$ cat src/rtl/ikaopll_acc_mixer.sv
// rtl/ikaopll_acc_mixer.sv - time-multiplexed scaled accumulating mixer with one shared multiplier
// Per-channel hold/pend slots are scanned round-robin into a saturating accumulator, dumped once per frame.
module ikaopll_acc_mixer #(
    parameter int NUM_CH = 4,
    parameter int IN_W   = 10,
    parameter int VOL_W  = 5,
    parameter int ACC_W  = 24,
    parameter int OUT_W  = 16,
    parameter int SHIFT  = 0
) (
    input  logic                     i_EMUCLK,
    input  logic                     i_RST,
    input  logic                     i_CEN_n,
    input  logic [NUM_CH-1:0]        i_VALID,
    input  logic [NUM_CH*IN_W-1:0]   i_SAMPLE,
    input  logic [NUM_CH*VOL_W-1:0]  i_VOL,
    input  logic                     i_FRAME,
    input  logic                     i_CLR_ERR,
    output logic                     o_STRB,
    output logic signed [OUT_W-1:0]  o_SAMPLE,
    output logic                     o_CLIP,
    output logic [NUM_CH-1:0]        o_OVF,
    output logic                     o_FRAME_MISS,
    output logic                     o_BUSY
);
    localparam int PROD_W = IN_W + VOL_W;
    localparam int PTR_W  = $clog2(NUM_CH);

    localparam logic signed [ACC_W-1:0] ACC_MAX = {1'b0, {(ACC_W-1){1'b1}}};
    localparam logic signed [ACC_W-1:0] ACC_MIN = {1'b1, {(ACC_W-1){1'b0}}};
    localparam logic signed [ACC_W-1:0] OUT_MAX = {{(ACC_W-OUT_W+1){1'b0}}, {(OUT_W-1){1'b1}}};
    localparam logic signed [ACC_W-1:0] OUT_MIN = {{(ACC_W-OUT_W+1){1'b1}}, {(OUT_W-1){1'b0}}};

    typedef enum logic [1:0] {ST_IDLE, ST_FLUSH, ST_DUMP} state_t;

    state_t                   state_q;
    logic [PTR_W-1:0]         ptr_q, ptr_d, cnt_q;
    logic signed [ACC_W-1:0]  acc_q, acc_d;
    logic [IN_W-1:0]          hold_q [NUM_CH];
    logic [NUM_CH-1:0]        pend_q;
    logic [NUM_CH-1:0]        ovf_q;
    logic                     strb_q, clip_q, miss_q;
    logic signed [OUT_W-1:0]  sample_q;

    logic                     scan_en, pend_sel, consume;
    logic signed [IN_W-1:0]   hold_sel;
    logic signed [VOL_W-1:0]  vol_sel;
    logic signed [PROD_W-1:0] prod;
    logic signed [ACC_W:0]    sum_wide;
    logic signed [ACC_W-1:0]  acc_sh;
    logic                     dump_clip;
    logic signed [OUT_W-1:0]  dump_val;

    always_comb begin
        hold_sel = '0;
        vol_sel  = '0;
        pend_sel = 1'b0;
        for (int k = 0; k < NUM_CH; k++) begin
            if (ptr_q == PTR_W'(k)) begin
                hold_sel = hold_q[k];
                vol_sel  = i_VOL[k*VOL_W +: VOL_W];
                pend_sel = pend_q[k];
            end
        end
    end

    assign scan_en  = (state_q == ST_IDLE) || (state_q == ST_FLUSH);
    assign consume  = scan_en && pend_sel;
    assign prod     = PROD_W'(hold_sel) * PROD_W'(vol_sel);
    assign sum_wide = (ACC_W+1)'(acc_q) + (ACC_W+1)'(prod);
    // Overflow shows up as disagreement between the guard bit and the ACC_W sign bit.
    assign acc_d    = (sum_wide[ACC_W] != sum_wide[ACC_W-1])
                    ? (sum_wide[ACC_W] ? ACC_MIN : ACC_MAX)
                    : sum_wide[ACC_W-1:0];
    assign ptr_d    = (ptr_q == PTR_W'(NUM_CH-1)) ? '0 : ptr_q + 1'b1;

    assign acc_sh    = acc_q >>> SHIFT;
    assign dump_clip = (acc_sh > OUT_MAX) || (acc_sh < OUT_MIN);
    assign dump_val  = dump_clip ? (acc_sh[ACC_W-1] ? OUT_MIN[OUT_W-1:0] : OUT_MAX[OUT_W-1:0])
                                 : acc_sh[OUT_W-1:0];

    always_ff @(posedge i_EMUCLK or posedge i_RST) begin
        if (i_RST) begin
            state_q  <= ST_IDLE;
            ptr_q    <= '0;
            cnt_q    <= '0;
            acc_q    <= '0;
            pend_q   <= '0;
            ovf_q    <= '0;
            strb_q   <= 1'b0;
            clip_q   <= 1'b0;
            miss_q   <= 1'b0;
            sample_q <= '0;
            for (int k = 0; k < NUM_CH; k++) hold_q[k] <= '0;
        end else begin
            // The strobe is a single master-clock pulse regardless of the clock enable.
            strb_q <= 1'b0;
            if (!i_CEN_n) begin
                for (int k = 0; k < NUM_CH; k++) begin
                    if (i_VALID[k]) begin
                        hold_q[k] <= i_SAMPLE[k*IN_W +: IN_W];
                        pend_q[k] <= 1'b1;
                    end else if (consume && ptr_q == PTR_W'(k)) begin
                        pend_q[k] <= 1'b0;
                    end
                    if (i_VALID[k] && pend_q[k] && !(consume && ptr_q == PTR_W'(k)))
                        ovf_q[k] <= 1'b1;
                    else if (i_CLR_ERR)
                        ovf_q[k] <= 1'b0;
                end

                if (i_FRAME && state_q != ST_IDLE)
                    miss_q <= 1'b1;
                else if (i_CLR_ERR)
                    miss_q <= 1'b0;

                case (state_q)
                    ST_IDLE, ST_FLUSH: begin
                        if (pend_sel) acc_q <= acc_d;
                        ptr_q <= ptr_d;
                        if (state_q == ST_IDLE) begin
                            if (i_FRAME) begin
                                state_q <= ST_FLUSH;
                                cnt_q   <= '0;
                            end
                        end else if (cnt_q == PTR_W'(NUM_CH-1)) begin
                            state_q <= ST_DUMP;
                        end else begin
                            cnt_q <= cnt_q + 1'b1;
                        end
                    end
                    ST_DUMP: begin
                        sample_q <= dump_val;
                        clip_q   <= dump_clip;
                        strb_q   <= 1'b1;
                        acc_q    <= '0;
                        state_q  <= ST_IDLE;
                    end
                    default: state_q <= ST_IDLE;
                endcase
            end
        end
    end

    assign o_STRB       = strb_q;
    assign o_SAMPLE     = sample_q;
    assign o_CLIP       = clip_q;
    assign o_OVF        = ovf_q;
    assign o_FRAME_MISS = miss_q;
    assign o_BUSY       = (state_q == ST_FLUSH) || (state_q == ST_DUMP);
endmodule
$ cat config.mk
export PLATFORM = sky130hd
export DESIGN_NAME = ikaopll_acc_mixer
export DESIGN_NICKNAME = d
export VERILOG_FILES = /design/src/rtl/ikaopll_acc_mixer.sv
export SDC_FILE = /design/constraint.sdc
export NUM_CORES = 1
export LEC_CHECK = 0
export BUFFER_PORTS_ARGS = -buffer_cell sky130_fd_sc_hd__buf_2
export CAP_MARGIN = 10
export CELL_PAD_IN_SITES_DETAIL_PLACEMENT = 0
export CELL_PAD_IN_SITES_GLOBAL_PLACEMENT = 1
export CORE_ASPECT_RATIO = 1.2
export CORE_MARGIN = 1
export CORE_UTILIZATION = 47
export DETAILED_ROUTE_END_ITERATION = 8
export PLACE_DENSITY_LB_ADDON = 0.1
export SLEW_MARGIN = 20
export SYNTH_ARGS = -nofsm -noshare
export SYNTH_HDL_FRONTEND = slang
export SYNTH_SLANG_ARGS = --single-unit
export TNS_END_PERCENT = 30
$ cat constraint.sdc
create_clock -name i_EMUCLK -period 7.6 [get_ports i_EMUCLK]
set_clock_uncertainty 0.15 [all_clocks]
set_input_delay 0 -clock i_EMUCLK [delete_from_list [all_inputs] [get_ports i_EMUCLK]]
set_output_delay 0 -clock i_EMUCLK [all_outputs]
set_load 0.01 [all_outputs]
==> reports/qor.yml <==
ys_top_cells_by_area: "dfrtp_1 30%, fa_1 19%, ha_1 8.9%"
synth_top_cells_by_count: "97 x dfrtp_1, 92 x nor2_1, 76 x inv_1"
synth_seq_area_share_pct: 30.2
critPathKind: "register to register"
die_area_mm2: 0.0176
worstPathRequired_ps: 7680
viasPerCell: 5.38
cts_tree: "done"
core_mm2: 0.0168
cp_slowest_cell: "fa_1"
overflow: 0
synth_cell_types: 59
track_usage_pct: 23.9
min_path_cells: 3
fin_crit_sh_pct: 93.3
avgSynthCellArea_um2: 9.79
die-height_um: 145
synth_top_family_by_area: "adder cells"
synth.mux.area_fraction_pct: 5.72
reg2reg_to: "acc_q[21]$_DFFE_PP0P_"
use_met3_pct: 3.14
synth-edff-count: 0
areaGrowthSynthToFinish_pct: 19.3
numCtsBuffers: 9
n_fill_cell: 1465
min-delay-path-class: "input port to register"
cpMostUsedCell: "fa_1"
syn_inst: 822
met1_usage_pct: 32.2
synth_flop_cell: "dfrtp_1"
totalWireLength_um: 20100
drtAntennaViolNets: 0
hold_viol: 0
io_buffers: 92
hp-start: "i_VALID[3]"
wire_per_inst_um: 17.0
yosys_warnings: 0
status: "completed"
die_w_um: 121
min_to: "pend_q[3]$_DFFE_PP0P_"
clk_pin_slew_ps: 80
io_pins: 93
first_iter_violations: 284
start_util_pct: 47.9
maxCapViolCount: 0
max_freq_mhz: 141
synth-compound-area-share_pct: 14.0
instances_no_fill: 1181
h-tree-depth: 3
syn-num-nets: 1023
tightest_slew_ps: 1140
drc: 0
synth_xor_area_share_pct: 2.27
final.setup.tns_ps: 0
place_ws_ps: 399
cp.arrival_ps: 7170
synth-simple-area-share_pct: 13.9
yosys.area.top_type: "dfrtp_1"
rsz0062_at_grt: "no"
place_congestion: 0.869
setup_slack_ps: 507
grt_max_degree: 58
synth_async_sr_flop_share_pct: 100
vias: 6359
worst-path-buf-inv: 5
post-cts-setup-buffers: 0
antenna_found_initial: 0
antenna_cells: 0
grt_busiest_layer: "met2"
critPathMaxFanout: 16
ys_ff_latch: 97
met2_usage_pct: 40.5
clk_latency_ps: 350
regToRegSetupSlack_ps: 510
clockRootBuffer: "clkbuf_16"
yosysMostFrequentCell: "dfrtp_1"
fin_nets: 1161
setup_viol: 0
fp-row-count: 52
setup.worst_path.start_class: "register"
multi_input_area_mm2: 0.00519
r2r_start: "ptr_q[0]$_DFFE_PP0P_"
synthesis.area_mm2: 0.00805
worst_path_largest_cell_delay_ps: 540
firstDrtPassIters: 7
min_period_ps: 7090
clock-sinks: 97
synth_top_area_share_pct: 30.2
grt_pass1_wl_um: 33100
ff2ff_path_depth: 26
stdcell_area_mm2: 0.00960
drv_slew: 0
drive_gt1_share_pct: 21.2
crit_path_end_kind: "register"
clockBufferDepth: 2
grt_pass1_vias: 6587
regArea_mm2: 0.00243
path_delay_family: "adder cells"
hpwlAfterDp_um: 16300
placed_cell_area_mm2: 0.00884
place_inst: 1121
relSlewSlack_pct: 24.1
synthAdderAreaFrac_pct: 28.6
## cell usage in the layout (no fill, tap or decap), types with 4 or more instances in the layout
| cell | netlist | final |
|---|---|---|
| buf_2 | 1 | 92 |
| a21o_1 | 8 | 8 |
| nand3_1 | 33 | 33 |
| or2_2 | 12 | 12 |
| mux2_2 | 40 | 40 |
| o21a_1 | 5 | 5 |
| nor2b_1 | 13 | 11 |
| nor3_1 | 5 | 5 |
| dfrtp_1 | 97 | 97 |
| o21ai_0 | 18 | 18 |
| ha_1 | 57 | 56 |
| clkbuf_16 | 0 | 9 |
| xnor2_1 | 11 | 11 |
| buf_4 | 1 | 28 |
| a211o_1 | 7 | 7 |
| o22ai_1 | 4 | 4 |
| nor2_1 | 92 | 91 |
| a221o_1 | 9 | 9 |
| fa_1 | 75 | 75 |
| xor2_1 | 8 | 8 |
| dlygate4sd3_1 | 0 | 44 |
| nand2_1 | 63 | 63 |
| inv_1 | 76 | 75 |
| maj3_1 | 6 | 6 |
| o31ai_1 | 5 | 5 |
| nand2b_1 | 9 | 9 |
| o21bai_1 | 4 | 4 |
| a32o_1 | 4 | 4 |
| a21oi_1 | 66 | 65 |
| a211oi_1 | 13 | 13 |
## sequential cells by signal, indices dropped and copies added, names as in the netlist
register,count
ptr_q,2
pend_q,4
o_OVF,4
hold_q,40
acc_q,24
o_CLIP,1
o_SAMPLE,16
state_q,2
o_STRB,1
o_FRAME_MISS,1
cnt_q,2
## metrics by stage
step	hold WS (ps)	utilization [%]
6_report	56.7	57.2
3_5_place_dp	-71.4	52.6
3_3_place_gp	-89.1	52.6
4_1_cts	111	57.1
5_1_grt	78.2	57.2
2_1_floorplan	1.69	-
## area by class of cell
| class | count | area share, % |
|---|---|---|
| timing repair buffer | 164 | 11.6 |
| inverter | 76 | 3.00 |
| clock buffer | 10 | 2.39 |
| clock inverter | 6 | 0.782 |
| multi-input combinational | 612 | 54.1 |
| tap | 216 | 2.82 |
| sequential | 97 | 25.3 |
## kinds of logic (layout without fill, tap and decap cells)
kind of cell / count (synthesis) / after routing
muxes: 41 / 41
and+or+nand+nor: 243 / 243
AOI/OAI and AO/OA: 168 / 168
xor gates and xnor gates: 20 / 20
DFF: 97 / 97
adders and majority gates: 140 / 140
buffers and inverters: 113 / 256
## worst max path at each step
stage	start	to	slack, ps	cells after the start
floorplan	ptr_q[0]$_DFFE_PP0P_	acc_q[2]$_DFFE_PP0P_	860	27
global placement	ptr_q[1]$_DFFE_PP0P_	acc_q[22]$_DFFE_PP0P_	490	26
detailed placement	ptr_q[0]$_DFFE_PP0P_	acc_q[11]$_DFFE_PP0P_	400	26
CTS	ptr_q[1]$_DFFE_PP0P_	acc_q[11]$_DFFE_PP0P_	370	26
global route	ptr_q[1]$_DFFE_PP0P_	acc_q[21]$_DFFE_PP0P_	30	26
finish	ptr_q[0]$_DFFE_PP0P_	acc_q[21]$_DFFE_PP0P_	510	26
## worst reg2reg max path, cell delays in order, from the launching register on
cell      delay, ps
dfrtp_1         420
inv_1           120
ha_2            260
buf_4           200
nor2b_1         210
a22oi_1         100
nor2_1          100
a21oi_1          50
nor2_1          100
a21oi_1          60
or2_2           300
fa_1            520
fa_1            540
fa_1            520
fa_1            520
inv_1            70
fa_1            480
a211oi_1        280
o21bai_1        170
a211oi_1        370
o21bai_1        170
a41oi_1         340
xor2_2          150
buf_4           230
nor3_2           70
buf_4           190
a221o_1         290
## per-layer routing
layer	part of all wire, %	up-vias
li1	-	3076
met1	45	3105
met2	50	158
met3	3.7	20
met4	1.5	0
met5	0	-
## timing repair
action                                  4_1_cts  5_1_grt
hold endpoints to repair                     90        0
endpoints found under the setup margin        0       12
hold buffers                                 44        0
resized for setup                             0        2
Power is not shown: default switching activity piles up to over one toggle a cycle in this logic, so the estimate is an artifact.
